<file path="src/rtl/fp16_norm_pkg.sv">
// Shared types and constants for the fp16 post-add normalizer: FSM states,
// mantissa field positions and the 6-bit exponent add/sub helper.
package fp16_norm_pkg;

    localparam int EXP_W  = 6;
    localparam int MANT_W = 14;
    localparam int BIAS   = 15;

    localparam logic [4:0] EXP_INF = 5'h1F;

    // Mantissa layout: carry | hidden | 10-bit fraction | guard | sticky
    localparam int CARRY_BIT  = 13;
    localparam int HIDDEN_BIT = 12;
    localparam int FRAC_MSB   = 11;
    localparam int FRAC_LSB   = 2;
    localparam int GUARD_BIT  = 1;
    localparam int STICKY_BIT = 0;

    localparam logic             EXP_OP_ADD = 1'b0;
    localparam logic             EXP_OP_SUB = 1'b1;
    localparam logic [EXP_W-1:0] EXP_ONE    = 6'd1;

    typedef enum logic [1:0] {
        ST_IDLE,
        ST_SHIFT,
        ST_ROUND,
        ST_OUT
    } state_e;

    // Exponent add/sub shared with the alignment stage; operands stay in 1..32.
    function automatic logic [EXP_W-1:0] exp_addsub(
        input logic [EXP_W-1:0] a,
        input logic [EXP_W-1:0] b,
        input logic             op
    );
        return op ? (a - b) : (a + b);
    endfunction

endpackage

</file>
<file path="src/rtl/fp16_normalizer_seq.sv">
// Sequential post-add normalizer: renormalizes one bit per cycle, rounds to
// nearest-even and packs an fp16 result behind valid/ready handshakes.
module fp16_normalizer_seq #(
    parameter int EXP_W  = fp16_norm_pkg::EXP_W,
    parameter int MANT_W = fp16_norm_pkg::MANT_W
) (
    input  logic              clk,
    input  logic              rst_n,
    input  logic              in_valid,
    output logic              in_ready,
    input  logic              in_sign,
    input  logic [EXP_W-1:0]  in_exp,
    input  logic [MANT_W-1:0] in_mant,
    output logic              out_valid,
    input  logic              out_ready,
    output logic [15:0]       out_result,
    output logic              out_ovf,
    output logic              out_inexact
);

    import fp16_norm_pkg::*;

    state_e              state_q;
    logic                sign_q;
    logic [EXP_W-1:0]    exp_q;
    logic [MANT_W-1:0]   mant_q;
    logic                denorm_q;
    logic [15:0]         out_result_q;
    logic                ovf_q;
    logic                inexact_q;

    logic                round_up;
    logic [11:0]         sig12;
    logic                hidden;
    logic [9:0]          frac;
    logic [EXP_W-1:0]    exp_rnd;
    logic [EXP_W-1:0]    enc_exp;
    logic [15:0]         result_d;
    logic                ovf_d;
    logic                inexact_d;

    // Rounding datapath, consumed only in ROUND.
    always_comb begin
        round_up  = mant_q[GUARD_BIT] & (mant_q[STICKY_BIT] | mant_q[FRAC_LSB]);
        inexact_d = mant_q[GUARD_BIT] | mant_q[STICKY_BIT];
        sig12     = {1'b0, mant_q[HIDDEN_BIT:FRAC_LSB]} + {11'd0, round_up};
        exp_rnd   = exp_q;
        hidden    = sig12[10];
        frac      = sig12[9:0];
        if (sig12[11]) begin
            hidden  = 1'b1;
            frac    = '0;
            exp_rnd = exp_addsub(exp_q, EXP_ONE, EXP_OP_ADD);
        end
        // A denormal that rounds up into the hidden bit becomes the smallest normal.
        if (denorm_q) enc_exp = hidden ? EXP_ONE : '0;
        else          enc_exp = exp_rnd;
        ovf_d = (enc_exp >= {1'b0, EXP_INF});
        if (ovf_d) result_d = {sign_q, EXP_INF, 10'd0};
        else       result_d = {sign_q, enc_exp[4:0], frac};
    end

    // NOTE: all state below uses non-blocking assignments so every register
    // samples the pre-edge values and the block order cannot matter.
    always_ff @(posedge clk) begin
        if (!rst_n) begin
            state_q      <= ST_IDLE;
            sign_q       <= 1'b0;
            exp_q        <= '0;
            mant_q       <= '0;
            denorm_q     <= 1'b0;
            out_result_q <= '0;
            ovf_q        <= 1'b0;
            inexact_q    <= 1'b0;
        end else begin
            case (state_q)
                ST_IDLE: begin
                    if (in_valid) begin
                        sign_q   <= in_sign;
                        exp_q    <= in_exp;
                        mant_q   <= in_mant;
                        denorm_q <= 1'b0;
                        state_q  <= ST_SHIFT;
                    end
                end
                ST_SHIFT: begin
                    if (mant_q == '0) begin
                        denorm_q <= 1'b1;
                        state_q  <= ST_ROUND;
                    end else if (mant_q[CARRY_BIT]) begin
                        mant_q  <= {1'b0, mant_q[CARRY_BIT:2], mant_q[GUARD_BIT] | mant_q[STICKY_BIT]};
                        exp_q   <= exp_addsub(exp_q, EXP_ONE, EXP_OP_ADD);
                        state_q <= ST_ROUND;
                    end else if (mant_q[HIDDEN_BIT]) begin
                        state_q <= ST_ROUND;
                    end else if (exp_q <= EXP_ONE) begin
                        denorm_q <= 1'b1;
                        state_q  <= ST_ROUND;
                    end else begin
                        mant_q <= mant_q << 1;
                        exp_q  <= exp_addsub(exp_q, EXP_ONE, EXP_OP_SUB);
                    end
                end
                ST_ROUND: begin
                    out_result_q <= result_d;
                    ovf_q        <= ovf_d;
                    inexact_q    <= inexact_d;
                    state_q      <= ST_OUT;
                end
                ST_OUT: begin
                    if (out_ready) state_q <= ST_IDLE;
                end
                default: state_q <= ST_IDLE;
            endcase
        end
    end

    assign in_ready    = rst_n && (state_q == ST_IDLE);
    assign out_valid   = (state_q == ST_OUT);
    assign out_result  = out_result_q;
    assign out_ovf     = ovf_q;
    assign out_inexact = inexact_q;

endmodule

</file>
<file path="config.mk">
export PLATFORM = sky130hd
export DESIGN_NAME = fp16_normalizer_seq
export DESIGN_NICKNAME = d
export VERILOG_FILES = /design/src/rtl/fp16_norm_pkg.sv /design/src/rtl/fp16_normalizer_seq.sv
export SDC_FILE = /design/constraint.sdc
export NUM_CORES = 1
export LEC_CHECK = 0
export CAP_MARGIN = 10
export CORE_MARGIN = 2
export CORE_UTILIZATION = 25
export DETAILED_ROUTE_END_ITERATION = 10
export GPL_TIMING_DRIVEN = 0
export MAX_ROUTING_LAYER = met4
export PLACE_DENSITY = 0.48
export SYNTH_ARGS = -nofsm -noshare
export SYNTH_HDL_FRONTEND = slang
export SYNTH_SLANG_ARGS = --single-unit
</file>
<file path="constraint.sdc">
create_clock -name clk -period 4.9 [get_ports clk]
set_clock_uncertainty 0.15 [all_clocks]
set_input_delay 0.98 -clock clk [delete_from_list [all_inputs] [get_ports clk]]
set_output_delay 0.98 -clock clk [all_outputs]
set_load 0.005 [all_outputs]
</file>
## Yosys cells after proc, flatten, opt, wreduce, memory -nomap -nowiden

Index checks and enable logic that the tools add are counted.

- Register bits after elaboration: 42
- Bits in latches: 0
- RAM bits: 0
- Memory bits (read-only): 0
- Input port bits: 25
- Output and inout bits: 20
- Logic and storage cells: 69
- Memories kept: 0

- Add/subtract/negate cells: 3
- $mul: 0
- Divide/modulo/power cells: 0
- $lt $le $gt $ge: 2
- Equal/unequal tests: 12
- Shifts and indexed selects: 0
- Mux-type cells: 31
- Bitwise operators: 3
- Reduce and logical (&&, ||, !) cells: 9

Operator list:

| cell | number |
|---|---|
| 6-bit two-way mux | 7 |
| 13-bit two-way mux | 3 |
| 14-bit two-way mux | 2 |
| 14-bit case mux with 2 select lines | 1 |
| 15-bit two-way mux | 1 |
| 3-bit inequality test (second input constant) | 5 |
| 14-bit zero test | 1 |
| 11-bit by 1-bit adder with 12-bit output | 1 |
| 2-bit two-way mux | 6 |
| 6-bit case mux with 2 select lines | 1 |
| 10-bit two-way mux | 1 |
| 5-bit AND reduction | 2 |
| 2-bit case mux with 4 select lines | 1 |
| 1-bit two-way mux | 7 |
| 6-bit by 1-bit adder with 6-bit output (second input constant) | 1 |
| 6-bit by 5-bit greater-or-equal comparator with 1-bit output (second input constant) | 1 |
| 6-bit by 1-bit <= comparator with 1-bit output (second input constant) | 1 |
| 3-bit AND reduction | 2 |
| 6-bit by 1-bit subtractor with 6-bit output (second input constant) | 1 |
| 5-bit inequality test (second input constant) | 1 |
| 2-bit equality test (second input constant) | 2 |
| 2-bit inequality test (second input constant) | 2 |
| 2-bit by 1-bit equality test with 1-bit output (second input constant) | 1 |
| 2-bit zero test | 1 |
| other kinds (7) | 8 |

## Longest topological paths before layout

- Depth after elaboration: 8
- Mapped depth: 8
- Gate-level depth less buffers: 7

## Least setup slack after synthesis

No wires, ideal clock.

- Path type: in2out
- Start point: in rst_n
- End point: out in_ready
- Data arrival time: 1,403 ps
- Required time: 3,770 ps
- Slack: 2,367 ps
- Cell stages on the path: 3
- Buffers on the path: 2
- Path through: buf_6 buf_2 and2_1

- Word-level cells in the longest chain between the ends: 1

RTL lines:

| element | line | text |
|---|---|---|
| from (decl) | fp16_normalizer_seq.sv:8 | `input logic rst_n,` |
| 1-bit logical AND | fp16_normalizer_seq.sv:118 | `assign in_ready = rst_n && (state_q == ST_IDLE);` |
| to (decl) | fp16_normalizer_seq.sv:10 | `output logic in_ready,` |

Every way passes these cells.

## Worst setup path in the final report

Ends and elaborated chain as after synthesis.

==> impl_results.md <==
* Outcome: finished, final reports clean
* Synth warnings at 0
* Detailed Route WL at 8135 µm
* GR Overflow Total at 0
* Fraction of layout cells with a size suffix above 1 at between 10% and 20%
* Final period util at 64.35%
* DR WL/cell at 15.44 µm
* Die height at 108.1 µm
* Worst-path clk slew at 0.09 ns
* Mapped Cells at around 340
* Yosys cell types at 55
* Detailed Place HPWL at 6102 µm
* Placed cell areas at about 3300 µm²
* Worst rel slew slack at 50.06%
* Top area cells in the synthesized netlist: dfxtp_1 31%, nand2_1 6.2%, ha_1 4.2%
* CP Max Fanout at 10
* CTS tree: built
* I/O pin total at between 40 and 50
* Pleak at 1.166 nW
* Max VDD drop at about 0.24 mV
* DR DRC count at 0
* Avg Cell Area, Syn at 8.066 µm²
* # fillers at 1157
* IO buf count at 43
* Clock latency at the later pin of the worst-skew pair at between 0.3 and 0.4 ns
* Worst EP arrival at just over 2 ns
* Post-CTS sizing at 0
* Clock Path Buffers at 2
* Ys flop type: dfxtp_1
* First-pass GRT wire length at 12990 µm
* Seq/Total Area, Yosys at 31.02%
* Vias per cell at 4.896
* Initial antenna violation count at 0
* Post-synth EDFFs at 0
* Syn nets at 370
* Post-route cell area at ~3400 µm²
* Worst-Margin Slew at 0.7491 ns
* Largest area contributor in the netlist: dfxtp_1
* Core Box Area at ~11000 µm²
* Post CTS Setup Buffer Count at 0
* Clk sinks at 42
* Nature of the critical path endpoint: output port
* Hold_buf cts at 0
* WS Path Type: input pin to output port
* Syn-to-layout area delta at 25.85%
* Via count at between 2000 and 3000
* Final setup viols at 0
* Placer Congestion at 0.8543
* Largest net degree at the start of global routing at 14
* Power Density at 612.4 nW/µm²
* Antenna diodes at 0
* Share of the synthesized area in the top cell type at 31.02%
* Hold WC Path Type: flop to flop
* Worst setup SP type: input pin
* Die width at between 100 and 150 µm
* Worst EP required at 3.77 ns
* Layout Nets at 420
* Router iterations before antenna repair at 4
* Root Buffer: clkbuf_8
* RSZ-0062 raised after global routing: no
* Mapped Area at 2710 µm²
* First DRT Iteration DRCs at 120
* Crit path time final at 3.153 ns
* Final Hold Vio Count at 0
* Setup_tns at 0 ns
* Number of global-route vias before repair at 2492
* Yosys reg bits at 42
* Std-Cell Rows at 38
* H-tree levels at 2
* Num CTS Buffers at 5
* Async set-reset flop share out of synthesis at 0%
* Slew Viols, Final at 0
* Die ar. at ~12000 µm²
* Max Freq at 317.1 MHz
* Initial core utilization at 25.33%
* Total Routing Usage GR at 14.68%
* ANT nets after route at 0
* Max Cap Viol at 0
-- state kept, by name, indices dropped and copies added, names as in the netlist --
| name | flops |
|---|---|
| denorm_q | 1 |
| exp_q | 6 |
| mant_q | 14 |
| out_inexact | 1 |
| out_ovf | 1 |
| out_result | 16 |
| sign_q | 1 |
| state_q | 2 |
-- layout make-up --
| class | count | area, µm² | area share (%) |
|---|---|---|---|
| repair buffers | 43 | 430.4 | 12.62 |
| multi-input cells | 247 | 1614 | 47.32 |
| inverters | 18 | 67.56 | 1.981 |
| clock buffers | 6 | 82.58 | 2.421 |
| plain buffers | 29 | 187.7 | 5.503 |
| flip-flops and latches | 42 | 840.8 | 24.65 |
| clock inverters | 2 | 12.51 | 0.3668 |
| well taps | 140 | 175.2 | 5.136 |
-- worst max-delay path, stage by stage --
cell,delay [ns]
buf_6,0.12
buf_2,0.25
and2_1,0.17
clkdlybuf4s50_1,0.50
-- cells by family after synthesis --
kind of cell               after synthesis  share of synthesized area [%]
and+or+nand+nor                        120                          22.30
DFF                                     42                          31.03
buffers and inverters                   47                          9.418
muxes                                   11                          4.109
AOI/OAI and AO/OA                       96                          25.44
xor gates and xnor gates                11                          3.555
adders and majority gates                9                          4.155
-- placed cells by master (no fill, tap or decap), types with 6 or more instances in the layout --
master,instances
clkdlybuf4s50_1,43
nor4_1,6
buf_6,7
xnor2_1,7
buf_2,6
o311ai_0,10
nor2_1,18
clkbuf_8,6
inv_1,17
mux2i_1,10
nand3_1,13
nor3_1,7
clkbuf_1,7
o211ai_1,14
dfxtp_1,42
nand4_1,8
ha_1,9
o21ai_0,17
nand2_1,45
a21oi_1,21
-- Yosys cell counts, types with 2 or more instances --
master	number
nand2_1	45
dfxtp_1	42
a21oi_1	21
nor2_1	18
inv_1	17
o21ai_0	17
o211ai_1	14
nand3_1	13
mux2i_1	10
o311ai_0	10
ha_1	9
nand4_1	8
buf_6	7
clkbuf_1	7
nor3_1	7
xnor2_1	7
buf_2	6
nor4_1	6
a211oi_1	5
a31oi_1	5
buf_4	5
buf_1	4
o31ai_1	4
xor2_1	4
and4_1	3
or3_1	3
a311oi_1	2
and2b_1	2
and3_1	2
nand2b_1	2
nand4_2	2
nor2b_1	2
o21a_1	2
o21bai_1	2
o22ai_1	2
or4_1	2
-- worst paths after layout --
path                              startpoint  slack [ns]  cells after the start                    endpoint
setup / recovery                       rst_n        1.75                      4                    in_ready
hold / removal    out_result[2]$_SDFFE_PN0P_        0.31                      2  out_result[2]$_SDFFE_PN0P_
setup reg to reg       exp_q[0]$_SDFFE_PN0P_        1.89                      8      mant_q[7]$_SDFFE_PN0P_
hold reg to reg   out_result[2]$_SDFFE_PN0P_        0.31                      2  out_result[2]$_SDFFE_PN0P_
-- report_power, final --
part           switching, mW  total [mW]  internal, mW
registers              0.101       0.557         0.456
clock network          0.138       0.252         0.114
logic                  0.770        1.28         0.511
total                   1.01        2.09          1.08
-- stage by stage --
stage | utilization, % | power (mW) | setup WS (ns) | instances | hold WS, ns
global route | 31.88 | 2.271 | 1.630 | 527 | 0.3358
CTS | 31.88 | 2.097 | 1.741 | 527 | 0.3139
global placement | 30.99 | 1.827 | 1.548 | 519 | 0.2901
floorplan | - | 1.461 | 2.367 | 336 | 0.2860
finish | 31.88 | 2.089 | 1.747 | 527 | 0.3090
detailed placement | 30.99 | 1.842 | 1.525 | 519 | 0.2938
-- metal layers --
layer	track usage (%)	wire, µm	vias to the layer above	share of wire (%)
li1	-	-	1327	-
met1	19.49	4011	1180	49
met2	21.92	3630	67	45
met3	3.315	414	6	5.1
met4	5.128	78	0	0.96
met5	-	0	-	0
No activity file was read; power rests on OpenSTA's default activity.
